$ cat config.mk
export PLATFORM = sky130hd
export DESIGN_NAME = frame_sequencer
export DESIGN_NICKNAME = d
export VERILOG_FILES = /design/src/rtl/frame_sequencer_pkg.sv /design/src/rtl/frame_sequencer_raster_counter.sv /design/src/rtl/frame_sequencer.sv
export SDC_FILE = /design/constraint.sdc
export NUM_CORES = 1
export LEC_CHECK = 0
export CAP_MARGIN = 20
export CORE_MARGIN = 2
export CORE_UTILIZATION = 41
export CTS_CLUSTER_DIAMETER = 50
export DETAILED_ROUTE_END_ITERATION = 10
export GPL_ROUTABILITY_DRIVEN = 0
export PLACE_DENSITY = 0.82
export SKIP_LAST_GASP = 1
export SYNTH_ARGS = -nofsm -noshare
export SYNTH_HDL_FRONTEND = slang
export SYNTH_HIERARCHICAL = 1
export SYNTH_SLANG_ARGS = --single-unit
$ cat constraint.sdc
create_clock -name clk -period 2.65 [get_ports clk]
set_input_delay 0.53 -clock clk [delete_from_list [all_inputs] [get_ports clk]]
set_output_delay 0.53 -clock clk [all_outputs]
set_load 0.02 [all_outputs]
$ cat src/rtl/frame_sequencer_pkg.sv
// Shared frame geometry, bus widths and sequencer state encodings for frame_sequencer.
package frame_sequencer_pkg;

    localparam int FRAME_WIDTH  = 8;
    localparam int FRAME_HEIGHT = 4;
    localparam int LOC_SIZE     = 8;
    localparam int WORD_SIZE    = 8;
    localparam int PIXEL_SIZE   = 24;

    typedef enum logic [2:0] {
        SEQ_IDLE     = 3'd0,
        SEQ_STREAM   = 3'd1,
        SEQ_FLUSH    = 3'd2,
        SEQ_RPT_SET  = 3'd3,
        SEQ_RPT_WAIT = 3'd4,
        SEQ_RPT_OUT  = 3'd5,
        SEQ_DONE     = 3'd6
    } seq_state_t;

endpackage

$ cat src/rtl/frame_sequencer_raster_counter.sv
// Raster x/y counter: advances on enable, wraps x at row end, and parks on the last pixel of the frame.
module raster_counter
    import frame_sequencer_pkg::*;
#(
    parameter int W = FRAME_WIDTH,
    parameter int H = FRAME_HEIGHT
) (
    input  logic                clk,
    input  logic                reset,
    input  logic                clear,
    input  logic                en,
    output logic [LOC_SIZE-1:0] x,
    output logic [LOC_SIZE-1:0] y,
    output logic                last
);

    assign last = (x == LOC_SIZE'(W - 1)) && (y == LOC_SIZE'(H - 1));

    // Holding at the last pixel keeps the final coordinate visible through the flush.
    always_ff @(posedge clk or posedge reset) begin
        if (reset) begin
            x <= '0;
            y <= '0;
        end else if (clear) begin
            x <= '0;
            y <= '0;
        end else if (en && !last) begin
            if (x == LOC_SIZE'(W - 1)) begin
                x <= '0;
                y <= y + LOC_SIZE'(1);
            end else begin
                x <= x + LOC_SIZE'(1);
            end
        end
    end

endmodule

$ cat src/rtl/frame_sequencer.sv
// Frame sequencer: streams one frame into the detection datapath, flushes it, then sweeps
// object centroids. The report sweep is compiled in only when FRAME_SEQ_REPORT_EN is defined.
module frame_sequencer
    import frame_sequencer_pkg::*;
#(
    parameter int FRAME_W      = FRAME_WIDTH,
    parameter int FRAME_H      = FRAME_HEIGHT,
    parameter int FLUSH_CYCLES = 2 * FRAME_WIDTH + 8,
    parameter int LOOKUP_LAT   = 2
) (
    input  logic                  clk,
    input  logic                  reset,
    input  logic                  start,
    input  logic                  in_valid,
    output logic                  in_ready,
    input  logic [PIXEL_SIZE-1:0] in_data,
    output logic                  pipe_en,
    output logic [LOC_SIZE-1:0]   pipe_x,
    output logic [LOC_SIZE-1:0]   pipe_y,
    output logic [PIXEL_SIZE-1:0] pipe_data,
    input  logic [WORD_SIZE-1:0]  num_labels,
    output logic [WORD_SIZE-1:0]  obj_id,
    input  logic [LOC_SIZE-1:0]   obj_x,
    input  logic [LOC_SIZE-1:0]   obj_y,
    output logic                  rpt_valid,
    input  logic                  rpt_ready,
    output logic [WORD_SIZE-1:0]  rpt_id,
    output logic [LOC_SIZE-1:0]   rpt_x,
    output logic [LOC_SIZE-1:0]   rpt_y,
    output logic                  busy,
    output logic                  done
);

    localparam int FLUSH_W = $clog2(FLUSH_CYCLES + 1);

    seq_state_t            state;
    logic [FLUSH_W-1:0]    flush_cnt;
    logic [PIXEL_SIZE-1:0] data_hold;
    logic                  accept;
    logic                  last_pixel;
    logic                  clear_xy;

    assign in_ready  = (state == SEQ_STREAM);
    assign accept    = in_ready && in_valid;
    assign pipe_en   = accept || (state == SEQ_FLUSH);
    assign pipe_data = (state == SEQ_FLUSH) ? '0 : (accept ? in_data : data_hold);
    assign busy      = (state != SEQ_IDLE) && (state != SEQ_DONE);
    assign clear_xy  = start && !busy;

    raster_counter #(
        .W(FRAME_W),
        .H(FRAME_H)
    ) u_raster (
        .clk  (clk),
        .reset(reset),
        .clear(clear_xy),
        .en   (accept),
        .x    (pipe_x),
        .y    (pipe_y),
        .last (last_pixel)
    );

    // Idle cycles replay the last accepted pixel; the flush zeroes it.
    always_ff @(posedge clk or posedge reset) begin
        if (reset) begin
            data_hold <= '0;
        end else if (accept) begin
            data_hold <= in_data;
        end else if (state == SEQ_FLUSH) begin
            data_hold <= '0;
        end
    end

`ifdef FRAME_SEQ_REPORT_EN
    localparam int LAT_W = $clog2(LOOKUP_LAT + 1);

    logic [WORD_SIZE-1:0] labels;
    logic [LAT_W-1:0]     lat_cnt;

    assign rpt_valid = (state == SEQ_RPT_OUT);
`else
    logic unused_rpt_inputs;

    assign unused_rpt_inputs = ^{num_labels, obj_x, obj_y, rpt_ready};
    assign rpt_valid = 1'b0;
    assign obj_id    = '0;
    assign rpt_id    = '0;
    assign rpt_x     = '0;
    assign rpt_y     = '0;
`endif

    always_ff @(posedge clk or posedge reset) begin
        if (reset) begin
            state     <= SEQ_IDLE;
            flush_cnt <= '0;
            done      <= 1'b0;
`ifdef FRAME_SEQ_REPORT_EN
            obj_id    <= '0;
            labels    <= '0;
            lat_cnt   <= '0;
            rpt_id    <= '0;
            rpt_x     <= '0;
            rpt_y     <= '0;
`endif
        end else begin
            done <= 1'b0;
            case (state)
                SEQ_IDLE, SEQ_DONE: begin
                    if (start) begin
                        state <= SEQ_STREAM;
`ifdef FRAME_SEQ_REPORT_EN
                        obj_id <= '0;
`endif
                    end
                end
                SEQ_STREAM: begin
                    if (accept && last_pixel) begin
                        state     <= SEQ_FLUSH;
                        flush_cnt <= FLUSH_W'(FLUSH_CYCLES - 1);
                    end
                end
                SEQ_FLUSH: begin
                    if (flush_cnt == '0) begin
`ifdef FRAME_SEQ_REPORT_EN
                        labels <= num_labels;
                        if (num_labels != '0) begin
                            state  <= SEQ_RPT_SET;
                            obj_id <= obj_id + WORD_SIZE'(1);
                        end else begin
                            state <= SEQ_DONE;
                            done  <= 1'b1;
                        end
`else
                        state <= SEQ_DONE;
                        done  <= 1'b1;
`endif
                    end else begin
                        flush_cnt <= flush_cnt - FLUSH_W'(1);
                    end
                end
`ifdef FRAME_SEQ_REPORT_EN
                SEQ_RPT_SET: begin
                    lat_cnt <= LAT_W'(LOOKUP_LAT);
                    state   <= SEQ_RPT_WAIT;
                end
                // Capturing as the count expires keeps each report at LOOKUP_LAT+2 cycles.
                SEQ_RPT_WAIT: begin
                    if (lat_cnt <= LAT_W'(1)) begin
                        rpt_id <= obj_id;
                        rpt_x  <= obj_x;
                        rpt_y  <= obj_y;
                        state  <= SEQ_RPT_OUT;
                    end else begin
                        lat_cnt <= lat_cnt - LAT_W'(1);
                    end
                end
                SEQ_RPT_OUT: begin
                    if (rpt_ready) begin
                        if (obj_id < labels) begin
                            state  <= SEQ_RPT_SET;
                            obj_id <= obj_id + WORD_SIZE'(1);
                        end else begin
                            state <= SEQ_DONE;
                            done  <= 1'b1;
                        end
                    end
                end
`endif
                default: state <= SEQ_IDLE;
            endcase
        end
    end

endmodule

==> flow_summary_export.csv <==
group,metric,value,unit
routing,wl,6210,µm
critical_path,cp_slowest_stage_delay,0.47,ns
power,p_sw,0.000999,W
logic_synthesis,syn_area,2760,µm²
clock_network,clkTransAtPathRegs,0.08,ns
timing,max_freq,0.388,GHz
final_layout,instances_no_fill,467,
power,p_seq_frac,0.398,
grt,grt_busiest_layer,"met2",
power,powerDensity,714,nW/µm²
placed_design,place_hpwl,4660,µm
clock_network,clock_path_buffers,2,
clock_network,clkLatencyLatePin,0.30,ns
power,p_leak,1.68,nW
critical_path,critical_path.max_fanout,49,
timing,final_max_slew_viol_count,0,
power,p_int,0.00156,W
clock_network,cts_tree,"built",
timing,setup-violations-final,0,
final_layout,num-fill-cells,615,
routing,vias_per_cell,5.10,
timing,tns,0,ns
logic_synthesis,synth-seq-cells,49,
critical_path,required,2.12,ns
logic_synthesis,netlist.top_cell.by_area,"dfrtp_1",
run,cap_violations,0,
critical_path,path_class,"in2out",
timing,finalHoldViolations,0,
logic_synthesis,avgSynthCellArea,8.88,µm²
critical_path,crit_path_top_delay_cell,"clkdlybuf4s50_1",
final_layout,final_util,0.558,
grt,grt_pass1_vias,2299,
logic_synthesis,ys_warn_count,6,
routing,wl_per_cell,13.3,µm
timing,slew_headroom,0.566,
routing,drt-pass1-iter-count,4,
grt,grt_max_degree,50,
timing,period_minus_slack,2.58,ns
clock_network,numCtsBuffers,5,
critical_path,end_kind,"output pin",
logic_synthesis,ys_seq_area_frac,0.444,
critical_path,critPathArrivalTime,2.05,ns
floorplanning,std_cell_rows,29,
final_layout,nets,445,
timing,tightest_slew,0.650,ns
placed_design,io_buffers,71,
outcome,status,"finished, final reports clean",
logic_synthesis,yosysMostFrequentCell,"nand2_1",
clock_network,cts.sinks,49,
grt,antenna_found_initial,0,
timing,grt_setup_unrepaired,"true",
grt,grt_overflow_total,0,
floorplanning,die_area,7400,µm²
grt,gr-usage-met2,0.305,
grt,grt_util_met1,0.208,
floorplanning,die_h,86.1,µm
routing,ant_nets,0,
logic_synthesis,synth_edf_count,0,
clock_network,htreeDepth,2,
grt,grt_pass1_wl,10200,µm
routing,drtIter0Drc,69,
final_layout,drive_gt1_frac,0.0974,
power,vdd_drop_max,428,µV
power,power,0.00256,W
critical_path,path_cells,"clkdlybuf4s50_1 > and4bb_2 > buf_12 > buf_4 > o21ai_1 > dlygate4sd2_1",
routing,vias,2380,
grt,use_met3,0.0366,
logic_synthesis,yosys-top-cells-area,"dfrtp_1, buf_4, nand2_1",
min_path,holdCritPathClass,"reg2reg",
timing,period_share,0.973,
logic_synthesis,synth_cell_types,48,
placed_design,dp.cells,459,
final_layout,antennaDiodeCount,0,
floorplanning,fp.dieW,86.1,µm
timing,finClkSkew,0.00509,ns
final_layout,area_delta_synth_final,29.8,%
logic_synthesis,synth_common_cells,"nand2_1, dfrtp_1, o21ai_1",
grt,track_usage,0.171,
logic_synthesis,synth_flop_cell,"dfrtp_1",
floorplanning,io_pins,130,
routing,drcViolationCount,0,
power,p_clk_frac,0.164,
clock_network,cts-root-buf,"clkbuf_8",
power,p_sw_frac,0.391,
logic_synthesis,synth_top_area_frac,0.444,
critical_path,cp-start-kind,"input port",
floorplanning,core,6420,µm²
floorplanning,start_util,0.430,
power,power_frac_comb,0.438,
timing,holdWs,0.525,ns
logic_synthesis,synth_cells,311,
logic_synthesis,async_flop_share,1.00,
## final timing paths
kind                            depth (start not counted)  slack [ns]                       from                   endpoint
worst max-delay path                                    6        0.07                   in_valid              pipe_data[22]
min in group asynchronous                               2        0.67                      reset  u_raster/x[7]$_DFFE_PP0P_
max in group asynchronous                               2        1.57                      reset  u_raster/x[1]$_DFFE_PP0P_
worst max register to register                          7        0.39  u_raster/y[0]$_DFFE_PP0P_   flush_cnt[3]$_DFFE_PP0P_
worst min register to register                          2        0.53  data_hold[23]$_DFFE_PP0P_  data_hold[23]$_DFFE_PP0P_
worst min-delay path                                    2        0.53  data_hold[23]$_DFFE_PP0P_  data_hold[23]$_DFFE_PP0P_
## per-stage QoR
step	instance area, µm²	setup slack [ns]
5_1_grt	3580	-0.0104
3_5_place_dp	3520	-0.212
2_1_floorplan	2880	0.587
4_1_cts	3570	0.0478
6_report	3580	0.0728
3_3_place_gp	3520	-0.202
## power groups by stage
| stage | Clock [W] | Combinational, W | Sequential [W] |
|---|---|---|---|
| 2_1_floorplan | 0 | 0.000672 | 0.00106 |
| 3_3_place_gp | 0 | 0.00117 | 0.00102 |
| 3_5_place_dp | 0 | 0.00120 | 0.00103 |
| 4_1_cts | 0.000435 | 0.00113 | 0.00102 |
| 5_1_grt | 0.000474 | 0.00123 | 0.00104 |
| 6_report | 0.000418 | 0.00112 | 0.00102 |
## cell type report
| type | count | area (µm²) | share of cell area |
|---|---|---|---|
| Multi-Input combinational cell | 236 | 1300 | 0.363 |
| Sequential cell | 49 | 1230 | 0.342 |
| Timing Repair Buffer | 88 | 838 | 0.234 |
| Tap cell | 77 | 96.3 | 0.0269 |
| Clock buffer | 5 | 68.8 | 0.0192 |
| Inverter | 9 | 33.8 | 0.00943 |
| Clock inverter | 3 | 17.5 | 0.00489 |
## layout by cell type, fill, tap and decap left out, types with 2 or more instances in the layout
| master | Yosys | routed |
|---|---|---|
| nand2_1 | 54 | 54 |
| dfrtp_1 | 49 | 49 |
| clkdlybuf4s50_1 | 0 | 47 |
| o21ai_1 | 38 | 38 |
| conb_1 | 1 | 33 |
| dlygate4sd2_1 | 0 | 20 |
| a21oi_1 | 15 | 15 |
| o21ai_0 | 15 | 15 |
| buf_4 | 33 | 15 |
| inv_1 | 9 | 9 |
| nand4_1 | 9 | 9 |
| nor2_1 | 8 | 8 |
| nand3_1 | 5 | 5 |
| clkbuf_8 | 0 | 5 |
| xor2_1 | 5 | 5 |
| a21o_1 | 4 | 4 |
| and2_1 | 4 | 4 |
| clkdlybuf4s15_1 | 0 | 4 |
| nand2b_1 | 3 | 3 |
| mux2_2 | 3 | 3 |
| ha_1 | 3 | 3 |
| and3_1 | 3 | 3 |
| or4_1 | 3 | 3 |
| nor3b_2 | 2 | 2 |
| or4b_1 | 2 | 2 |
| a221oi_1 | 2 | 2 |
| a31oi_1 | 2 | 2 |
| nor3_1 | 2 | 2 |
| clkinv_2 | 0 | 2 |
| buf_12 | 0 | 2 |
| a311oi_1 | 2 | 2 |
## routing by layer
metal / up-vias / wire, µm / share of wire
met3: 13 / 428 / 0.069
met1: 1106 / 2680 / 0.43
met2: 97 / 3010 / 0.49
met5: - / 0 / 0
li1: 1164 / - / -
met4: 0 / 85 / 0.014
## worst max-delay path: cells and delay by family
kind | cells | cell delay (ns)
AOI/OAI and AO/OA | 1 | 0.06
buffers and inverters | 4 | 1.17
and+or+nand+nor | 1 | 0.27
## sequential cells by signal, summed over array words and instances, names as in the netlist
signal / count
data_hold: 24
u_raster/x: 8
u_raster/y: 8
flush_cnt: 5
state: 3
done: 1
## kinds of logic after synthesis
kind of cell / share of synthesized area
and+or+nand+nor: 0.217
AOI/OAI and AO/OA: 0.160
buffers and inverters: 0.129
DFF: 0.444
xor gates and xnor gates: 0.0190
muxes: 0.0159
adders and majority gates: 0.0136
other: 0.00136
## what timing repair did
action / 4_1_cts / 5_1_grt
buffers inserted: 0 / 0
resized for setup: 24 / 5
hold buffers: 0 / 0
setup endpoints to repair: 24 / 15
(Power assumes the default switching activity.)
